`src/rtl/fft_pkg.sv`:
```
// Shared types and sizes for the FFT frame sequencer.
package fft_pkg;
    localparam int N_PT   = 16;
    localparam int FREQ_W = 4;
    localparam int IDX_W  = $clog2(N_PT);

    typedef enum logic [1:0] {IDLE, FFT_RUN, ANA_RUN, RESULT} state_t;
    typedef enum logic {EMPTY = 1'b0, FULL = 1'b1} bank_flag_t;
endpackage

```
`src/rtl/fft_pingpong_buf.sv`:
```
// Ping-pong 16-sample sample banks with fill/release flags and drop detection.
// FFT_SEQ_STATS_EN exposes the per-cycle drop strobe for the statistics counters.
module fft_pingpong_buf
    import fft_pkg::*;
#(
    parameter int SAMPLE_W = 16
) (
    input  logic                       clk,
    input  logic                       rst,
    input  logic                       data_valid,
    input  logic [SAMPLE_W-1:0]        data,
    input  logic                       rel,
    output logic [N_PT*SAMPLE_W-1:0]   frame_out,
    output logic                       rd_full,
    output logic                       overflow
`ifdef FFT_SEQ_STATS_EN
    ,
    output logic                       drop
`endif
);
    logic [1:0][N_PT-1:0][SAMPLE_W-1:0] mem;
    logic [1:0]       flag, flag_n;
    logic             wr_bank, wr_bank_n, rd_bank;
    logic [IDX_W-1:0] wr_idx;
    logic             accept, last;

    assign accept    = data_valid && (flag[wr_bank] == EMPTY);
    assign last      = accept && (wr_idx == IDX_W'(N_PT - 1));
    assign frame_out = mem[rd_bank];
    assign rd_full   = (flag[rd_bank] == FULL);
`ifdef FFT_SEQ_STATS_EN
    assign drop      = data_valid && !accept;
`endif

    // A filled bank hands the write pointer over as soon as the other bank is
    // (or becomes, on this edge) empty.
    always_comb begin
        flag_n = flag;
        if (rel)  flag_n[rd_bank] = EMPTY;
        if (last) flag_n[wr_bank] = FULL;
        wr_bank_n = wr_bank;
        if (flag_n[wr_bank] == FULL && flag_n[~wr_bank] == EMPTY)
            wr_bank_n = ~wr_bank;
    end

    always_ff @(posedge clk) begin
        if (rst) begin
            mem      <= '0;
            flag     <= {EMPTY, EMPTY};
            wr_bank  <= 1'b0;
            rd_bank  <= 1'b0;
            wr_idx   <= '0;
            overflow <= 1'b0;
        end else begin
            if (accept) begin
                mem[wr_bank][wr_idx] <= data;
                wr_idx               <= wr_idx + IDX_W'(1);
            end
            flag    <= flag_n;
            wr_bank <= wr_bank_n;
            if (rel) rd_bank <= ~rd_bank;
            if (data_valid && !accept) overflow <= 1'b1;
        end
    end
endmodule

```
`src/rtl/fft_seq_ctrl.sv`:
```
// Frame sequencer: buffers samples, runs FFT then analyzer, returns the peak bin.
// Define FFT_SEQ_STATS_EN to add the frame_cnt / drop_cnt statistics ports.
module fft_seq_ctrl
    import fft_pkg::*;
#(
    parameter int SAMPLE_W    = 16,
    parameter int TIMEOUT_CYC = 64
) (
    input  logic                     clk,
    input  logic                     rst,
    input  logic                     data_valid,
    input  logic [SAMPLE_W-1:0]      data,
    output logic [N_PT*SAMPLE_W-1:0] frame_out,
    output logic                     fft_start,
    input  logic                     fft_valid,
    output logic                     ana_start,
    input  logic                     ana_done,
    input  logic [FREQ_W-1:0]        ana_freq,
    output logic                     res_valid,
    output logic [FREQ_W-1:0]        res_freq,
    input  logic                     res_ready,
    output logic                     overflow,
    output logic                     timeout_err,
    output logic                     busy
`ifdef FFT_SEQ_STATS_EN
    ,
    output logic [15:0]              frame_cnt,
    output logic [15:0]              drop_cnt
`endif
);
    localparam logic [7:0] TO_LAST = 8'(TIMEOUT_CYC - 1);

    state_t     state, state_n;
    logic [7:0] cnt, cnt_n;
    logic       rel, to_hit, cap, ack, rd_full;

`ifdef FFT_SEQ_STATS_EN
    logic drop;
`endif

    fft_pingpong_buf #(.SAMPLE_W(SAMPLE_W)) u_buf (
        .clk        (clk),
        .rst        (rst),
        .data_valid (data_valid),
        .data       (data),
        .rel        (rel),
        .frame_out  (frame_out),
        .rd_full    (rd_full),
        .overflow   (overflow)
`ifdef FFT_SEQ_STATS_EN
        ,
        .drop       (drop)
`endif
    );

    assign busy = (state != IDLE);

    // cnt==0 marks the start cycle of each run state; strobes are ignored there.
    always_comb begin
        state_n   = state;
        cnt_n     = cnt;
        rel       = 1'b0;
        to_hit    = 1'b0;
        cap       = 1'b0;
        ack       = 1'b0;
        fft_start = 1'b0;
        ana_start = 1'b0;
        case (state)
            IDLE: begin
                if (rd_full) begin
                    state_n = FFT_RUN;
                    cnt_n   = '0;
                end
            end
            FFT_RUN: begin
                fft_start = (cnt == 8'd0);
                cnt_n     = cnt + 8'd1;
                if (cnt != 8'd0 && fft_valid) begin
                    state_n = ANA_RUN;
                    cnt_n   = '0;
                end else if (cnt == TO_LAST) begin
                    state_n = IDLE;
                    rel     = 1'b1;
                    to_hit  = 1'b1;
                end
            end
            ANA_RUN: begin
                ana_start = (cnt == 8'd0);
                cnt_n     = cnt + 8'd1;
                if (cnt != 8'd0 && ana_done) begin
                    state_n = RESULT;
                    rel     = 1'b1;
                    cap     = 1'b1;
                end else if (cnt == TO_LAST) begin
                    state_n = IDLE;
                    rel     = 1'b1;
                    to_hit  = 1'b1;
                end
            end
            RESULT: begin
                if (res_ready) begin
                    state_n = IDLE;
                    ack     = 1'b1;
                end
            end
            default: state_n = IDLE;
        endcase
    end

    always_ff @(posedge clk) begin
        if (rst) begin
            state       <= IDLE;
            cnt         <= '0;
            res_valid   <= 1'b0;
            res_freq    <= '0;
            timeout_err <= 1'b0;
        end else begin
            state <= state_n;
            cnt   <= cnt_n;
            if (cap) begin
                res_valid <= 1'b1;
                res_freq  <= ana_freq;
            end
            if (ack)    res_valid   <= 1'b0;
            if (to_hit) timeout_err <= 1'b1;
        end
    end

`ifdef FFT_SEQ_STATS_EN
    always_ff @(posedge clk) begin
        if (rst) begin
            frame_cnt <= '0;
            drop_cnt  <= '0;
        end else begin
            if (ack) frame_cnt <= frame_cnt + 16'd1;
            if (drop && drop_cnt != 16'hFFFF) drop_cnt <= drop_cnt + 16'd1;
        end
    end
`else
    // Statistics counters are not built in this configuration.
`endif
endmodule

```
`config.mk`:
```
export PLATFORM = sky130hd
export DESIGN_NAME = fft_seq_ctrl
export DESIGN_NICKNAME = d
export VERILOG_FILES = /design/src/rtl/fft_pkg.sv /design/src/rtl/fft_pingpong_buf.sv /design/src/rtl/fft_seq_ctrl.sv
export SDC_FILE = /design/constraint.sdc
export NUM_CORES = 1
export LEC_CHECK = 0
export CORE_MARGIN = 2
export CORE_UTILIZATION = 48
export CTS_BUF_LIST = sky130_fd_sc_hd__clkbuf_4 sky130_fd_sc_hd__clkbuf_8 sky130_fd_sc_hd__clkbuf_16
export CTS_CLUSTER_DIAMETER = 150
export CTS_CLUSTER_SIZE = 10
export DETAILED_ROUTE_END_ITERATION = 6
export GPL_TIMING_DRIVEN = 0
export MAX_ROUTING_LAYER = met4
export PLACE_DENSITY = 0.69
export SYNTH_ARGS = -nofsm -noshare
export SYNTH_HDL_FRONTEND = slang
export SYNTH_SLANG_ARGS = --single-unit
```
`constraint.sdc`:
```
create_clock -name clk -period 3.7 [get_ports clk]
set_input_delay 0.555 -clock clk [delete_from_list [all_inputs] [get_ports clk]]
set_output_delay 0.555 -clock clk [all_outputs]
set_load 0.02 [all_outputs]
```
==> flow_metrics.tcl <==
set metrics [dict create \
    powerDensity_mw_per_mm2 421 \
    yosysWarnings 0 \
    synth_area_sq_mm 0.0229 \
    final-setup-viol-count 24 \
    routed_wl_microns 90100 \
    syn-instance-count 2782 \
    clock_tree.root_cell "clkbuf_16" \
    final_nets 3171 \
    io_pins 292 \
    worstHoldPathCells 2 \
    status "complete, but fails checks" \
    hold_buffers 0 \
    cts_buffers 59 \
    clock_sinks 537 \
    coreArea_sq_mm 0.0468 \
    critical_path_class "register to output pin" \
    placed_cell_area_sq_mm 0.0265 \
    die-height_microns 222 \
    rows 79 \
    vias 22613 \
    timing.fmax_mhz 265 \
    multiInputGateArea_sq_mm 0.0109 \
    final_cells 3745 \
    hold_viol 0 \
    p_leak_nw 9.31 \
    rr_worst_depth 7 \
    drc 0 \
    grt_max_degree 15 \
    nFillCells 4127 \
    fin_crit_ns 3.77 \
    rsz0062_at_grt "true" \
    port_buffers 290 \
    hp-class "register to register" \
    wl_per_cell_microns 24.1 \
    critPathArrivalTime_ns 3.21 \
    synth_edf_count 0 \
    relSlewSlack_pct 2.45 \
    async_flop_share_pct 0 \
    die_w_microns 222 \
    clk_pin_slew_ns 0.05 \
    violations "negative setup slack" \
    grt_first_pass_wirelength_microns 131000 \
    ys.flop_type "dfxtp_1" \
    worst_skew_pair.late_latency_ns 0.63 \
    slew_violations 0 \
    cts.path.max_buffers 3 \
    worstSetupEndpointType "output pin" \
    viasPerCell 6.04 \
    avgSynthCellArea_sq_um 8.22 \
    maxCapViolCount 0 \
    start_util_pct 48.9 \
    htree_levels 2 \
    synth_fp_nets 2820 \
    place_hpwl_microns 62600 \
    critical_path_required_ns 3.14 \
    pre_cts_ws_ns 0.248 \
    overflow 0 \
    first_global_vias 21197 \
    finalClockSkew_ns 0.0258 \
    ant_nets 0 \
    grt.total_usage_pct 36.3 \
    vdd.ir_drop.worst_mv 0.379 \
    area_delta_synth_final_pct 22.8 \
    regArea_sq_mm 0.0108 \
    die_area_sq_mm 0.0494 \
    setup_ws_ns -0.0689 \
    finalWeightedCongestion 0.955 \
    post-cts-setup-buffer-count 0 \
    setup_tns_ns -0.541 \
    drt-pass1-iter-count 6 \
    dr.first_iter.drc_count 3014 \
    synth.distinct_cells 46 \
    fin_crit_sh_pct 102 \
    dp_cells 3679 \
    worst_slew_pin_slew_ns 1.46 \
    tritoncts "yes" \
    path_max_fanout 10 \
    final_cell_area_sq_mm 0.0281 \
    yosysSeqAreaShare_pct 47.0 \
    start_kind "register" \
    synth_seq_cells 537 \
    antenna_found_initial 4 \
    layout-drive-gt1-share_pct 12.0 \
    p_total_mw 11.8 \
]
==> path summary, 6_finish.rpt <==
kind,start,to,slack (ns)
setup reg to reg,u_buf.wr_idx[1],u_buf.mem[219],0.54
hold / removal,u_buf.mem[419],u_buf.mem[419],0.45
hold reg to reg,u_buf.mem[419],u_buf.mem[419],0.45
setup / recovery,u_buf.rd_bank,frame_out[186],-0.07
==> cell usage after synthesis (2+ instances only) <==
cell | n | area [sq um]
nand3b_1 | 4 | 30.0
or3_1 | 3 | 18.8
xor2_1 | 7 | 61.3
a21oi_1 | 519 | 2600
buf_2 | 19 | 95.1
buf_4 | 19 | 143
buf_1 | 5 | 18.8
nand2_1 | 585 | 2200
clkbuf_1 | 238 | 893
nor2_1 | 28 | 105
mux2_2 | 256 | 2880
nand2b_1 | 3 | 18.8
ha_1 | 12 | 150
nor3_2 | 2 | 20.0
or3b_2 | 2 | 17.5
nand4_1 | 4 | 25.0
and3_1 | 2 | 12.5
nand3_1 | 484 | 2420
mux2i_1 | 6 | 60.1
o21ai_0 | 2 | 10.0
and2_1 | 2 | 12.5
inv_1 | 14 | 52.6
xnor2_1 | 3 | 26.3
dfxtp_1 | 537 | 10800
o211a_1 | 2 | 20.0
nor3_1 | 4 | 20.0
==> where the power goes <==
group | total, mW | internal, mW | leakage [nW] | switching (mW)
Clock | 5.11 | 2.86 | 0.756 | 2.25
Combinational | 0.886 | 0.180 | 4.23 | 0.706
Sequential | 5.83 | 5.81 | 4.33 | 0.0162
==> placed cells by master, fill, tap and decap left out, types with 2 or more instances in the layout <==
master | netlist | layout
buf_2 | 19 | 19
mux2_2 | 256 | 256
nand2b_1 | 3 | 3
xor2_1 | 7 | 7
nand4_1 | 4 | 4
o21ai_0 | 2 | 2
nor2_1 | 28 | 28
buf_4 | 19 | 19
mux2i_1 | 6 | 6
inv_1 | 14 | 14
nand2_1 | 585 | 585
clkbuf_16 | 0 | 61
clkdlybuf4s50_1 | 0 | 290
clkbuf_1 | 238 | 227
and2_1 | 2 | 2
or3b_2 | 2 | 2
nor3_1 | 4 | 4
o211a_1 | 2 | 2
nand3b_1 | 4 | 4
buf_1 | 5 | 8
diode_2 | 0 | 4
nor3_2 | 2 | 2
dfxtp_1 | 537 | 537
a21oi_1 | 519 | 519
or3_1 | 3 | 3
ha_1 | 12 | 12
and3_1 | 2 | 2
nand3_1 | 484 | 484
xnor2_1 | 3 | 3
clkbuf_2 | 0 | 8
==> repair_timing <==
| action | 4_1_cts | 5_1_grt |
|---|---|---|
| endpoints found under the hold margin | 0 | 0 |
| endpoints found under the setup margin | 160 | 83 |
| gates resized for setup | 5 | 9 |
==> critical path, cell delays in order, from the launching register on <==
cell and delay, ns:
dfxtp_1 0.30, buf_2 0.19, clkbuf_1 0.51, clkbuf_1 0.56
mux2_2 0.46, clkdlybuf4s50_1 0.57
==> cell type report <==
type / instances / share of cell area [%]
multi-input combinational: 1949 / 38.8
clock buffer: 61 / 5.44
inverter: 14 / 0.187
clock inverter: 1 / 0.0178
sequential: 537 / 38.3
antenna: 4 / 0.0357
tap: 607 / 2.71
buffer: 282 / 4.17
timing repair buffer: 290 / 10.3
==> logic make-up after synthesis <==
family,after synthesis,share of synthesized area (%)
AO/OA/AOI/OAI,537,12.1
flip-flops,537,47.0
buffers and inverters,296,5.31
XOR/XNOR,10,0.383
adder cells (fa/ha/maj),12,0.657
multiplexers,262,12.9
AND/OR/NAND/NOR,1128,21.6
==> per-layer routing <==
layer  vias up  part of all wire, %  GRT usage (%)
li1      10183                    -              -
met1     10726                   40           46.1
met2      1370                   43           53.3
met3       334                   11           8.20
met4         0                  6.1           20.0
met5         -                    0              -
==> flip-flops by register name (all words and copies together) (netlist names) <==
signal          count
u_buf.overflow      1
res_valid           1
u_buf.rd_bank       1
cnt                 8
state               2
res_freq            4
timeout_err         1
u_buf.wr_bank       1
u_buf.flag          2
u_buf.mem         512
u_buf.wr_idx        4
==> per-stage QoR <==
step                utilization (%)  hold WS [ns]
floorplan                         -         0.433
global placement               56.7         0.437
CTS                            60.0         0.451
detailed placement             56.7         0.443
finish                         60.1         0.450
global route                   60.1         0.465
Power figures use the tool's default switching activity.
